[config.mk]
export PLATFORM = sky130hd
export DESIGN_NAME = diff_freq_packet_tx
export DESIGN_NICKNAME = d
export VERILOG_FILES = /design/src/rtl/diff_freq_packet_tx.sv
export SDC_FILE = /design/constraint.sdc
export NUM_CORES = 1
export LEC_CHECK = 0
export BUFFER_PORTS_ARGS = -buffer_cell sky130_fd_sc_hd__buf_2
export CAP_MARGIN = 20
export CORE_AREA = 2 2 112 114
export CTS_BUF_LIST = sky130_fd_sc_hd__clkbuf_8
export DETAILED_ROUTE_END_ITERATION = 6
export DIE_AREA = 0 0 114 116
export PLACE_DENSITY = 0.66
export SLEW_MARGIN = 20
export SYNTH_ARGS = -nofsm -noshare
export SYNTH_HDL_FRONTEND = slang
export SYNTH_SLANG_ARGS = --single-unit
[constraint.sdc]
create_clock -name clk_i -period 2.3 [get_ports clk_i]
set_input_delay 0.23 -clock clk_i [delete_from_list [all_inputs] [get_ports clk_i]]
set_output_delay 0.23 -clock clk_i [all_outputs]
set_load 0.01 [all_outputs]
[src/rtl/diff_freq_packet_tx.sv]
// diff_freq_packet_tx: serialises one parallel pattern command into UART bytes over tx_start/tx_done
//   clk_i          system clock
//   rst_ni         asynchronous active-low reset
//   start_i        request one packet (accepted in IDLE only)
//   out_pattern_i  output bit pattern, sent LSB byte first
//   freq_pattern_i per-bit frequency select, sent LSB byte first
//   channel_i      target channel, control byte [7:4]
//   mode_i         0 one-shot / 1 repeat, control byte [2]
//   slow_period_i  slow bit period byte
//   fast_period_i  fast bit period byte
//   tx_start_o     one-clock start pulse to the UART
//   tx_data_o      byte to the UART, stable while it transmits
//   tx_done_tick_i UART byte-complete pulse
//   busy_o         packet in flight
//   done_tick_o    one-clock pulse after the last byte completes
module diff_freq_packet_tx #(
    parameter int         DATA_BIT = 32,
    parameter int         PACK_NUM = (DATA_BIT / 8) * 2 + 3,
    parameter int         GAP_CLK  = 0,
    parameter logic [1:0] CMD_CODE = 2'b01
) (
    input  logic                clk_i,
    input  logic                rst_ni,
    input  logic                start_i,
    input  logic [DATA_BIT-1:0] out_pattern_i,
    input  logic [DATA_BIT-1:0] freq_pattern_i,
    input  logic [3:0]          channel_i,
    input  logic                mode_i,
    input  logic [7:0]          slow_period_i,
    input  logic [7:0]          fast_period_i,
    output logic                tx_start_o,
    output logic [7:0]          tx_data_o,
    input  logic                tx_done_tick_i,
    output logic                busy_o,
    output logic                done_tick_o
);
    localparam int              IDX_W    = $clog2(PACK_NUM);
    localparam int              SR_W     = PACK_NUM * 8;
    localparam logic [IDX_W-1:0] LAST_IDX = IDX_W'(PACK_NUM - 1);
    localparam logic [15:0]     GAP_LAST = (GAP_CLK > 0) ? 16'(GAP_CLK - 1) : 16'd0;

    typedef enum logic [2:0] {IDLE, SEND, WAIT, GAP, DONE} state_t;

    state_t           state_q, state_d;
    logic [SR_W-1:0]  sr_q, sr_d;
    logic [IDX_W-1:0] idx_q, idx_d;
    logic [15:0]      gap_q, gap_d;
    logic [7:0]       ctrl;

    assign ctrl = {channel_i, 1'b0, mode_i, CMD_CODE};

    // The current byte always sits in the low byte of the shift register;
    // it is zero after reset and after the final shift of a packet.
    assign tx_data_o   = sr_q[7:0];
    assign tx_start_o  = state_q == SEND;
    assign busy_o      = state_q == SEND || state_q == WAIT || state_q == GAP;
    assign done_tick_o = state_q == DONE;

    always_comb begin
        state_d = state_q;
        sr_d    = sr_q;
        idx_d   = idx_q;
        gap_d   = gap_q;
        case (state_q)
            IDLE: if (start_i) begin
                state_d = SEND;
                sr_d    = SR_W'({fast_period_i, slow_period_i, ctrl, freq_pattern_i, out_pattern_i});
                idx_d   = '0;
            end
            SEND: state_d = WAIT;
            WAIT: if (tx_done_tick_i) begin
                sr_d  = sr_q >> 8;
                idx_d = idx_q + 1'b1;
                gap_d = 16'd0;
                state_d = (idx_q == LAST_IDX) ? DONE : (GAP_CLK == 0) ? SEND : GAP;
            end
            GAP: begin
                gap_d   = (gap_q == GAP_LAST) ? 16'd0 : gap_q + 16'd1;
                state_d = (gap_q == GAP_LAST) ? SEND : GAP;
            end
            DONE: begin
                state_d = IDLE;
                idx_d   = '0;
            end
            default: state_d = IDLE;
        endcase
    end

    always_ff @(posedge clk_i or negedge rst_ni) begin
        if (!rst_ni) begin
            state_q <= IDLE;
            sr_q    <= '0;
            idx_q   <= '0;
            gap_q   <= 16'd0;
        end else begin
            state_q <= state_d;
            sr_q    <= sr_d;
            idx_q   <= idx_d;
            gap_q   <= gap_d;
        end
    end
endmodule
==> run metrics <==
asr flop ratio synth=between 90% and 100%; first-pass GRT wire length=a little under 20 mm; WP depth=7; 1st-iter DRT viols=between 200 and 300; Crit. End Element=register; routed vias/inst=between 5 and 6; Final Cell Area=around 6100 sq um; CP Launch Type=register; Clk pin slew, worst setup/hold paths=about 90 ps; largest net degree at the start of global routing=54; multi-input logic area=between 2000 and 2500 sq um; grt ovf=0; Final ANT Viol Nets=0; synth unique cells=34; Synth Register Bits=~110; hold slack=just under 80 ps; Hold Fails Final Rpt=0; outcome=complete, no violations; clk_lat worst skew=370 ps; setup TNS=0 ps; DP Area=approximately 6000 sq um; WP data required=approximately 2600 ps; RR Startpoint=gap_q[0]$_DFFE_PN0P_; initial antenna violation count=1; Least-Margin Pin Slew=between 700 and 800 ps; die width=around 110 microns; Placer Congestion=roughly 0.86; Cells after Synth=between 500 and 600; CTS tree=done; setup ws final=307.2 ps; vias in the first global route=around 4000; final core occ=51.25%; Max Root-Sink Buffers=2; IO Count=100; routed vias=about 4000; most common library cell in the layout ignoring fill and taps=dfrtp_1; Placeable Area=about 12000 sq um; normalized max-slew margin=a little over half; Post-CTS Hold Fix Bufs=1; sequential cell area fraction in the yosys report=51.98%; Post-synth EDFFs=0; RSZ-0062 raised after global routing=no; pwr dens=1276 nW/um^2; post-layout min period=approximately 2000 ps; Setup CP Type=reg -> reg; family with the most delay on the worst path=simple AND/OR/NAND/NOR gates; clk_skew=10.22 ps; Post-Syn Area=between 5000 and 6000 sq um; Reg2Reg Depth=7; crit path launch=gap_q[0]$_DFFE_PN0P_; P&R area growth vs syn=14.24%; CTS root buf=clkbuf_8; Final setup viols=0; Diodes inserted=0; Post-CTS Resized=0; DR WL/cell=between 15 and 20 microns; residual DRC count=0; Period Utilization, post-route=86.64%; Max rail drop VDD=between 0.5 and 0.6 mV; # H-tree levels=3; syn nets=just over 600; Synth warnings=0; DRT Pass-1 Iters=4; initial core utilization=44.86%; fin. max-slew vios=0; Die Y=116 microns; end of the critical path=gap_q[15]$_DFFE_PN0P_; dpl ws=a little under 400 ps; DP HPWL=between 8 and 9 mm; Cell Rows=40; fmax=between 500 and 600 MHz; r2r setup slk=~300 ps; Nets=between 600 and 700; layout cells sized above 1=21.38%; max cap viols=0; CP peak stage delay=roughly 460 ps; Lkg Pwr=2.725 nW; Crit-path slowest cell=nor2_2; leading cell types in the layout, fill and taps excluded=dfrtp_1, buf_2, nor2_1, a21oi_1, mux2i_1; Main synth FF type=dfrtp_1; CTS Sinks=111; register area=2778 sq um; FF-to-FF End=gap_q[15]$_DFFE_PN0P_; worst path bufs/invs=1; IO buf count=99; Num CTS Buffers=9; crit path cell chain=inv_1 > ha_1 > nor3b_1 > and4_1 > nor2_2 > a41oi_1 > a31oi_1; Min-Delay Path Class=in -> reg; Filler cells=around 1100; WL final=between 10 and 15 mm; Total Routing Usage GR=approximately a fifth; Worst Path Arrival=between 2000 and 2500 ps; DIE AREA=13220 sq um; synthesized area per cell=between 10 and 15 sq um; critical path fanouts, max=15; setup repair bufs after CTS=0
==> layout make-up <==
cell class              count  share of cell area [%]
well taps                 147                   3.013
inverters                   6                  0.3689
clock buffers              10                   2.255
flip-flops and latches    111                   45.50
repair buffers            110                   10.78
clock inverters             6                  0.8813
multi-input cells         365                   37.20
==> cell usage after synthesis (4+ instances only) <==
cell     number  area, sq um
buf_4        24        180.2
o21ai_1       4        20.02
buf_2        12        60.06
nand3_1      13        65.06
ha_1          4        50.05
a21oi_1      85        425.4
nor3b_1       4        30.03
nor2_1       86        322.8
or3_1         4        25.02
mux2i_1      78        780.8
nor3_1        4        20.02
dfrtp_1     111         2778
nand2_1      18        67.56
inv_1         6        22.52
o21ai_0      14        70.07
a22o_1       10        87.58
nor4_1        4        25.02
a31oi_1       6        37.54
a21o_1        7        52.55
==> metrics by stage <==
| step | cells | total power [mW] |
|---|---|---|
| global placement | 738 | 6.568 |
| CTS | 755 | 7.870 |
| finish | 755 | 7.792 |
| detailed placement | 738 | 6.705 |
| global route | 755 | 8.441 |
| floorplan | 522 | 5.983 |
==> state kept, by name, summed over array words and instances (netlist names) <==
signal,count
gap_q,16
idx_q,4
sr_q,88
state_q,3
==> worst reg2reg max path, stage by stage, from the launching register on <==
cell and delay [ps]:
dfrtp_1 430, inv_1 60, ha_1 180, nor3b_1 130
and4_1 240, nor2_2 460, a41oi_1 210, a31oi_1 200
==> routing by layer <==
metal | vias to the layer above | global-route usage, % | routed length [microns]
met1 | 1908 | 24.79 | 5390
met2 | 96 | 31.55 | 5834
met5 | - | 0 | 11
met3 | 16 | 4.079 | 601
met4 | 2 | 6.179 | 157
li1 | 1987 | - | -
==> cells by family after synthesis <==
group / after synthesis / synth area share, %
AOI/OAI and AO/OA: 129 / 13.46
adders and majority gates: 4 / 0.9366
buffers and inverters: 46 / 5.619
DFF: 111 / 51.98
muxes: 78 / 14.61
and+or+nand+nor: 154 / 13.39
==> how the worst min path moves through the flow <==
stage                     startpoint              endpoint  slack, ps  cells after the start
finish              fast_period_i[7]  sr_q[87]$_DFFE_PN0P_         80                      2
global route        fast_period_i[7]  sr_q[87]$_DFFE_PN0P_         60                      2
global placement              rst_ni  sr_q[31]$_DFFE_PN0P_        240                      1
detailed placement            rst_ni  sr_q[31]$_DFFE_PN0P_        240                      1
CTS                 fast_period_i[7]  sr_q[87]$_DFFE_PN0P_         60                      2
floorplan                     rst_ni  gap_q[0]$_DFFE_PN0P_        -70                      0
==> where the power goes <==
group / switching [mW] / internal (mW) / leakage, nW
Sequential: 0.544 / 2.80 / 1.30
Clock: 0.632 / 0.521 / 0.106
Combinational: 1.83 / 1.46 / 1.32
Total: 3.01 / 4.78 / 2.72
(Power assumes the default switching activity.)
